$ cat config.mk
export PLATFORM = sky130hd
export DESIGN_NAME = hazard_stall_ctrl
export DESIGN_NICKNAME = d
export VERILOG_FILES = /design/src/rtl/hazard_pkg.sv /design/src/rtl/sat_counter.sv /design/src/rtl/hazard_stall_ctrl.sv
export SDC_FILE = /design/constraint.sdc
export NUM_CORES = 1
export LEC_CHECK = 0
export ABC_AREA = 0
export BUFFER_PORTS_ARGS = -buffer_cell sky130_fd_sc_hd__buf_4
export CAP_MARGIN = 20
export CORE_MARGIN = 2
export CORE_UTILIZATION = 30
export DETAILED_ROUTE_END_ITERATION = 6
export HOLD_SLACK_MARGIN = 0.08
export PLACE_DENSITY_LB_ADDON = 0.12
export SLEW_MARGIN = 10
export SYNTH_ARGS = -nofsm -noshare
export SYNTH_HDL_FRONTEND = slang
export SYNTH_SLANG_ARGS = --single-unit
export TNS_END_PERCENT = 30
$ cat constraint.sdc
create_clock -name clk -period 1.6 [get_ports clk]
set_clock_uncertainty 0.05 [all_clocks]
set_input_delay 0.08 -clock clk [delete_from_list [all_inputs] [get_ports clk]]
set_output_delay 0.08 -clock clk [all_outputs]
set_load 0.03 [all_outputs]
$ cat src/rtl/hazard_pkg.sv
// Shared types for the pipeline interlock: stall cause / FSM state encoding
// and the hard-wired zero register.
package hazard_pkg;

    typedef enum logic [1:0] {
        RUN     = 2'b00,
        LDUSE   = 2'b01,
        BRSTALL = 2'b10,
        MEMWAIT = 2'b11
    } cause_e;

    localparam logic [4:0] REG_ZERO = 5'd0;

    // A producer in a later stage collides with the ID operands it feeds.
    function automatic logic src_hit(input logic [4:0] rd, input logic [4:0] rs,
                                     input logic [4:0] rt, input logic uses_rt);
        return (rd != REG_ZERO) && ((rd == rs) || (uses_rt && (rd == rt)));
    endfunction

endpackage

$ cat src/rtl/sat_counter.sv
// Saturating up-counter with synchronous clear; used for the memory-wait
// watchdog and the performance counters.
module sat_counter #(
    parameter int W = 8
) (
    input  logic         clk,
    input  logic         rst_n,
    input  logic         clr,
    input  logic         inc,
    output logic [W-1:0] cnt
);

    always_ff @(posedge clk or negedge rst_n) begin
        if (!rst_n)
            cnt <= '0;
        else if (clr)
            cnt <= '0;
        else if (inc && (cnt != {W{1'b1}}))
            cnt <= cnt + 1'b1;
    end

endmodule

$ cat src/rtl/hazard_stall_ctrl.sv
// Pipeline interlock: load-use, branch-operand and data-memory-wait stalls.
// Optional HAZARD_PERF_EN adds saturating stall/flush performance counters.
module hazard_stall_ctrl
    import hazard_pkg::*;
#(
    parameter int MEM_TIMEOUT = 64,
    parameter int CNT_W       = 32
) (
    input  logic             clk,
    input  logic             rst_n,
    input  logic [4:0]       RS_ADDR,
    input  logic [4:0]       RT_ADDR,
    input  logic             ID_Uses_RT,
    input  logic             ID_Branch,
    input  logic             Branch_Taken,
    input  logic             ID_EX_MemRead,
    input  logic             ID_EX_RegWrite,
    input  logic [4:0]       ID_EX_RD,
    input  logic             EX_MEM_MemRead,
    input  logic [4:0]       EX_MEM_RD,
    input  logic             Mem_Req,
    input  logic             Mem_Ready,
    output logic             PC_Write,
    output logic             IF_ID_Write,
    output logic             ID_EX_Write,
    output logic             EX_MEM_Write,
    output logic             IF_ID_Flush,
    output logic             ID_EX_Flush,
    output logic             MEM_WB_Flush,
    output logic [1:0]       Stall_Cause,
    output logic             Mem_Timeout,
    output logic [CNT_W-1:0] Stall_Cnt,
    output logic [CNT_W-1:0] Flush_Cnt
);

    localparam int WW = $clog2(MEM_TIMEOUT + 1);
    localparam logic [WW-1:0] TMO_LAST = WW'(MEM_TIMEOUT - 1);

    cause_e        state_q, state_d;
    logic          is_mem;
    logic [WW-1:0] wait_cnt;

    always_ff @(posedge clk or negedge rst_n) begin
        if (!rst_n)
            state_q <= RUN;
        else
            state_q <= state_d;
    end

    // Next state is simply this cycle's cause; control outputs never look at state_q.
    always_comb begin
        state_d      = RUN;
        is_mem       = 1'b0;
        PC_Write     = 1'b0;
        IF_ID_Write  = 1'b0;
        ID_EX_Write  = 1'b0;
        EX_MEM_Write = 1'b0;
        IF_ID_Flush  = 1'b0;
        ID_EX_Flush  = 1'b0;
        MEM_WB_Flush = 1'b0;
        if (rst_n) begin
            if (Mem_Req && !Mem_Ready)
                state_d = MEMWAIT;
            else if (ID_EX_MemRead && src_hit(ID_EX_RD, RS_ADDR, RT_ADDR, ID_Uses_RT))
                state_d = LDUSE;
            else if (ID_Branch &&
                     ((ID_EX_RegWrite && src_hit(ID_EX_RD, RS_ADDR, RT_ADDR, ID_Uses_RT)) ||
                      (EX_MEM_MemRead && src_hit(EX_MEM_RD, RS_ADDR, RT_ADDR, ID_Uses_RT))))
                state_d = BRSTALL;

            unique case (state_d)
                MEMWAIT: begin
                    is_mem       = 1'b1;
                    MEM_WB_Flush = 1'b1;
                end
                LDUSE, BRSTALL: begin
                    ID_EX_Write  = 1'b1;
                    EX_MEM_Write = 1'b1;
                    ID_EX_Flush  = 1'b1;
                end
                default: begin
                    PC_Write     = 1'b1;
                    IF_ID_Write  = 1'b1;
                    ID_EX_Write  = 1'b1;
                    EX_MEM_Write = 1'b1;
                    IF_ID_Flush  = Branch_Taken;
                end
            endcase
        end
    end

    assign Stall_Cause = state_q;

    sat_counter #(.W(WW)) u_wait_cnt (
        .clk   (clk),
        .rst_n (rst_n),
        .clr   (!is_mem),
        .inc   (is_mem),
        .cnt   (wait_cnt)
    );

    // Set on the same edge that completes the MEM_TIMEOUT-th wait cycle.
    always_ff @(posedge clk or negedge rst_n) begin
        if (!rst_n)
            Mem_Timeout <= 1'b0;
        else if (is_mem && (wait_cnt >= TMO_LAST))
            Mem_Timeout <= 1'b1;
    end

`ifdef HAZARD_PERF_EN
    sat_counter #(.W(CNT_W)) u_stall_cnt (
        .clk   (clk),
        .rst_n (rst_n),
        .clr   (1'b0),
        .inc   (state_d != RUN),
        .cnt   (Stall_Cnt)
    );

    sat_counter #(.W(CNT_W)) u_flush_cnt (
        .clk   (clk),
        .rst_n (rst_n),
        .clr   (1'b0),
        .inc   (IF_ID_Flush),
        .cnt   (Flush_Cnt)
    );
`else
    assign Stall_Cnt = '0;
    assign Flush_Cnt = '0;
`endif

endmodule

**Yosys cells after proc, flatten, opt, wreduce, memory -nomap -nowiden**

Cells that the tools add are included.

- Register bits after elaboration: 10
- Bits of input ports: 30
- Output and inout port bits: 74
- Logic and storage cells: 50

- Add/sub/neg operators: 1
- $lt $le $gt $ge: 1
- Eq/ne operators: 9
- Muxes and demuxes: 17
- Reductions and logical operators: 19

Operators by type and width:

| operator | number |
|---|---|
| $eq 5x5->1 | 4 |
| $mux 7 | 2 |
| $logic_and 1x1->1 | 11 |
| $mux 1 | 10 |
| $mux 2 | 5 |
| $reduce_bool 5->1 | 2 |
| $add 7x1->7 const B | 1 |
| $ge 7x6->1 const B | 1 |
| $ne 7x7->1 const B | 1 |
| $eq 2x2->1 const B | 2 |
| $logic_or 1x1->1 | 3 |
| $reduce_or 3->1 | 1 |
| $eq 2x1->1 const B | 1 |
| $ne 2x1->1 const B | 1 |
| $reduce_or 2->1 | 1 |
| $logic_not 1->1 | 1 |

**Depth between registers and ports, before layout**

- Depth in word-level cells: 17
- Depth in mapped cells: 8
- Gate-level depth less buffers: 7

**By module**

A second synthesis with hierarchy kept.

- Cells, all modules: 165
- Area total of the unflattened synthesis: 1387.6 um2

By module, submodules not included:

| module | instances | cells an instance | area each (um2) | sequential area each (um2) |
|---|---|---|---|---|
| hazard_stall_ctrl | 1 | 124 | 959.7 | 75.1 |
| sat_counter | 1 | 41 | 427.9 | 175.2 |

**Worst setup path before layout**

OpenSTA, ideal clock, no wires.

- Path kind: input to output
- From: input port EX_MEM_RD[1]
- To: output port PC_Write
- Data arrival time: 1.678 ns
- Required time: 1.470 ns
- Slack: -0.208 ns
- Cell stages on the path: 7
- Buffers on the path: 1
- Cell sequence: or4_1 -> o21ai_1 -> o22a_1 -> o21ba_1 -> ha_1 -> and2_1 -> buf_4

- Word-level cells in the longest chain between the ends: 15
- Elaborated cells on any way between the ends: 19
- Those cells by class: eq/ne: 5; mux: 6; reduce/logical: 8

Ends and longest elaborated chain:

| what | line | source |
|---|---|---|
| start, declared | hazard_stall_ctrl.sv:20 | `input logic [4:0] EX_MEM_RD,` |
| $eq 5x5->1 | hazard_pkg.sv:17 | `return (rd != REG_ZERO) && ((rd == rs) \|\| (uses_rt && (rd == rt)));` |
| $logic_and 1x1->1 | hazard_pkg.sv:17 |  |
| $logic_or 1x1->1 | hazard_pkg.sv:17 |  |
| $logic_and 1x1->1 (*) | hazard_pkg.sv:17 |  |
| $logic_and 1x1->1 (*) | hazard_stall_ctrl.sv:68 | `(EX_MEM_MemRead && src_hit(EX_MEM_RD, RS_ADDR, RT_ADDR, ID_Uses_RT))))` |
| $logic_or 1x1->1 (*) | hazard_stall_ctrl.sv:67 | `((ID_EX_RegWrite && src_hit(ID_EX_RD, RS_ADDR, RT_ADDR, ID_Uses_RT)) \|\|` |
| $logic_and 1x1->1 (*) | hazard_stall_ctrl.sv:66 | `else if (ID_Branch &&` |
| $mux 2 (*) | hazard_stall_ctrl.sv:66 |  |
| $mux 2 (*) | hazard_stall_ctrl.sv:64 | `else if (ID_EX_MemRead && src_hit(ID_EX_RD, RS_ADDR, RT_ADDR, ID_Uses_RT))` |
| $mux 2 (*) | hazard_stall_ctrl.sv:62 | `if (Mem_Req && !Mem_Ready)` |
| $mux 2 (*) | hazard_stall_ctrl.sv:61 | `if (rst_n) begin` |
| $eq 2x2->1 or $eq 2x1->1 (tied branches) | n/a |  |
| $reduce_or 3->1 (no line) (*) | n/a |  |
| $mux 1 (*) (2 in a row) | n/a |  |
| end, declared | hazard_stall_ctrl.sv:23 | `output logic PC_Write,` |

Mark *: on every way between the ends. The rest lies on a longest branch, timed or not. The select of a mux whose other input is x is not followed.

**Worst setup path after layout**

- From: input port EX_MEM_RD[2]
- To: output port ID_EX_Flush

- Word-level cells in the longest chain between the ends: 15
- Elaborated cells on any way between the ends: 18
- Those cells by class: eq/ne: 4; mux: 6; reduce/logical: 8

Ends and longest elaborated chain:

| what | line | source |
|---|---|---|
| $eq 5x5->1 | hazard_pkg.sv:17 |  |
| $logic_and 1x1->1 | hazard_pkg.sv:17 |  |
| $logic_or 1x1->1 | hazard_pkg.sv:17 |  |
| $logic_and 1x1->1 (*) | hazard_pkg.sv:17 |  |
| $logic_and 1x1->1 (*) | hazard_stall_ctrl.sv:68 |  |
| $logic_or 1x1->1 (*) | hazard_stall_ctrl.sv:67 |  |
| $logic_and 1x1->1 (*) | hazard_stall_ctrl.sv:66 |  |
| $mux 2 (*) | hazard_stall_ctrl.sv:66 |  |
| $mux 2 (*) | hazard_stall_ctrl.sv:64 |  |
| $mux 2 (*) | hazard_stall_ctrl.sv:62 |  |
| $mux 2 (*) | hazard_stall_ctrl.sv:61 |  |
| $eq 2x1->1 or $eq 2x2->1 (tied branches) | hazard_stall_ctrl.sv:71 | `unique case (state_d)` |
| $reduce_or 2->1 (*) | n/a |  |
| $mux 1 (*) | hazard_stall_ctrl.sv:71 |  |
| $mux 1 (*) | hazard_stall_ctrl.sv:61 |  |
| end, declared | hazard_stall_ctrl.sv:28 | `output logic ID_EX_Flush,` |

Marked as above.

==> summary.txt <==
GLOBAL ROUTE
--------------------------------------------------------------------------------------
Combined global-route utilization of all metal layers                            10.2%
Via count of the first global-routing pass                                         826
Final global-route overflow total                                                    0
Maximum number of pins on one net before global-route repair                        18
Global-route wire length before repair                                         3630 um
Initial antenna violation count                                                      0

DIE
--------------------------------------------------------------------------------------
Io pins                                                                            104
Core footprint                                                                4000 um2
Die outline height                                                             68.6 um
DIE WIDTH                                                                      68.6 um
Standard-cell rows                                                                  23
Starting utilization of the core area                                            31.3%
Total die area                                                                4710 um2

PWR
--------------------------------------------------------------------------------------
Clock share of power                                                             26.0%
Power dissipated by switching net loads                                     0.000415 W
Combinational Power Share                                                        47.1%
Total power density per cell area                                           631 nW/um2
Switching power share of the total                                               42.7%
Sequential Power Share                                                           26.8%
Peak supply drop                                                            0.000253 V
Cell-internal power                                                         0.000558 W
Leakage power of the design                                                   0.836 nW

CRITICAL PATH
--------------------------------------------------------------------------------------
Sort of element at the end of the critical path                            output port
Largest fanout on the critical path                                                  3
Worst Path Required                                                            1.47 ns
Critical path data arrival time                                                1.78 ns
Type of element launching the critical path                               primary input
Critical Setup Path Class                                                 primary input to output port

PLACED DESIGN
--------------------------------------------------------------------------------------
Weighted congestion reported at the end of routability-driven placement          0.862
Worst slack after detailed placement                                         -0.298 ns
Cell area reported after detailed placement                                   1450 um2
Detailed-placement wirelength estimate                                         2090 um
Count of input and output buffers                                                   39

DETAILED ROUTING
--------------------------------------------------------------------------------------
Via density per instance                                                          3.85
Post-route DRC violation count                                                       0
DR iter-0 viols                                                                     22
Via count                                                                          974
Total length of routed wires                                                   2470 um
Number of detailed-routing iterations run before antenna repair                      4
Antenna Violating Nets Remaining                                                     0
Average routed wire per standard cell                                          9.77 um

SYNTH
--------------------------------------------------------------------------------------
Share of the yosys chip area belonging to registers                              20.0%
Cells after synthesis                                                              150
Combined area of all synthesized cells                                        1250 um2
Average footprint of a synthesized cell                                       8.36 um2
Flop and latch count out of synthesis                                               10
Yosys warning count                                                                  0
Library cells used by synthesis                                                     29

TIMING
--------------------------------------------------------------------------------------
Fmax achieved                                                                0.523 GHz
Endpoints failing setup                                                              4
Share of the clock period used by the worst path after layout                     120%
Unrepaired setup endpoints after global routing                                    yes
Hold violation count in the final report                                             0
Min Tclk post-route                                                            1.91 ns
PnR worst setup slack                                                        -0.313 ns
Pins over their slew limit                                                           0

LAYOUT
--------------------------------------------------------------------------------------
Most frequent cells in the layout                                         conb_1, buf_4, xor2_1
Leading cell type in the layout, fill and taps excluded                         conb_1
Fraction of final layout cells sized beyond drive strength 1                     31.5%
Area added between synthesis and finish                                          23.0%
Ant. Diodes                                                                          0
Total number of nets in the final design                                           237
Cell area after layout                                                        1540 um2

CLOCKING
--------------------------------------------------------------------------------------
Number of sinks handled by clock tree synthesis                                     10
Deepest level of the CTS H-tree                                                      1
Buffer type at the clock tree root                                            clkbuf_8
Num CTS Buffers                                                                      3
Post-CTS repair timing setup buffer count                                            0
Clock slew seen by the registers of the worst setup and hold paths             0.04 ns
Skew-Pair Late Insertion Delay                                                 0.23 ns
Maximum clock path buffer count                                                      2
TritonCTS clock tree                                                               yes

STATUS
--------------------------------------------------------------------------------------
Violations in the final reports                                           setup timing
Outcome                                                                   complete, but fails checks

JOB
--------------------------------------------------------------------------------------
Max-cap check violation count                                                        0

HOLD PATH
--------------------------------------------------------------------------------------
Path type of the worst min-delay path                                     primary input to flop

[through the flow]
stage / setup TNS, ns / std cells / total power, W / utilization [%] / hold WS [ns]
2_1_floorplan: -0.0466 / 213 / 0.000697 / - / -0.266
3_3_place_gp: -1.10 / 249 / 0.000709 / 36.3 / -0.109
3_5_place_dp: -1.08 / 249 / 0.000708 / 36.3 / -0.105
4_1_cts: -0.933 / 253 / 0.000978 / 38.4 / 0.148
5_1_grt: -1.33 / 253 / 0.00103 / 38.5 / 0.150
6_report: -1.12 / 253 / 0.000973 / 38.5 / 0.150
[worst max-delay path, stage by stage]
cell	delay, ns
buf_4	0.13
xor2_1	0.14
nor4_1	0.30
a32oi_1	0.16
o22a_1	0.23
o21ba_1	0.17
ha_1	0.28
and2_4	0.16
buf_6	0.13
[cells in the mapped netlist, drive strengths merged]
library cell  instances  area [um2]
a311o                 1        10.0
conb                  1        3.75
buf                  66         495
nor2b                 2        12.5
nand2                 5        18.8
o22a                  1        8.76
xnor2                 3        26.3
o31ai                 1        12.5
dfrtp                10         250
a32oi                 2        17.5
nor4                  2        18.8
o21ba                 1        10.0
or4                   1        7.51
nor2                 10        37.5
o21ai                 5        25.0
ha                    2        25.0
a31oi                 4        25.0
mux2i                 1        10.0
nor3                  3        15.0
nand4                 2        12.5
and2                  2        12.5
and3                  2        12.5
o21a                  1        7.51
xor2                 19         166
inv                   2        7.50
nand3                 1        5.00
[routing by layer]
layer | vias up | GRT usage (%) | routed length, um | part of all wire, %
met1 | 433 | 12.9 | 960 | 39
met3 | 4 | 1.46 | 240 | 9.7
met4 | 0 | 4.00 | 36 | 1.5
met2 | 67 | 17.5 | 1230 | 50
li1 | 470 | - | - | -
met5 | - | 0 | 0 | 0
[final timing paths]
check                             startpoint           endpoint  slack, ns  depth (start not counted)
max                             EX_MEM_RD[2]        ID_EX_Flush      -0.31                          9
max in group asynchronous              rst_n     Stall_Cause[0]       1.14                          2
max reg2reg                u_wait_cnt.cnt[0]  u_wait_cnt.cnt[1]       0.13                          6
min in group asynchronous              rst_n        Mem_Timeout       0.19                          2
min reg2reg                      Mem_Timeout        Mem_Timeout       0.43                          1
min                                ID_Branch     Stall_Cause[1]       0.15                          4
[what timing repair did]
item,4_1_cts,5_1_grt
gates resized for setup,8,1
hold endpoints to repair,10,0
setup endpoints to repair,4,6
pin swaps,10,2
hold buffers,1,0
[flip-flops by register name, summed over array words and instances (netlist names)]
| name | cells |
|---|---|
| Stall_Cause | 2 |
| u_wait_cnt.cnt | 7 |
| Mem_Timeout | 1 |
[logic make-up after synthesis]
family / Yosys count / share of synthesized area (%)
buffers and inverters: 68 / 40.1
DFF: 10 / 20.0
adders and majority gates: 2 / 2.00
muxes: 1 / 0.798
xor gates and xnor gates: 22 / 15.4
and+or+nand+nor: 30 / 12.2
AOI/OAI and AO/OA: 16 / 9.28
other: 1 / 0.299
[power by group through the flow]
| stage | registers, W | logic, W | clock network [W] |
|---|---|---|---|
| final | 0.000261 | 0.000459 | 0.000253 |
| after global routing | 0.000261 | 0.000490 | 0.000280 |
| after CTS | 0.000261 | 0.000456 | 0.000261 |
| after detailed placement | 0.000264 | 0.000444 | 0 |
| after global placement | 0.000265 | 0.000444 | 0 |
| after floorplan | 0.000273 | 0.000424 | 0 |
[layout make-up]
type                            count  area [um2]
Clock buffer                        3        41.3
Fill cell                         424        2460
Inverter                            2        7.51
Multi-Input combinational cell    135         761
Sequential cell                    10         250
Tap cell                           50        62.6
Timing Repair Buffer               53         419
Note: power is estimated with default switching activity, not from simulation.
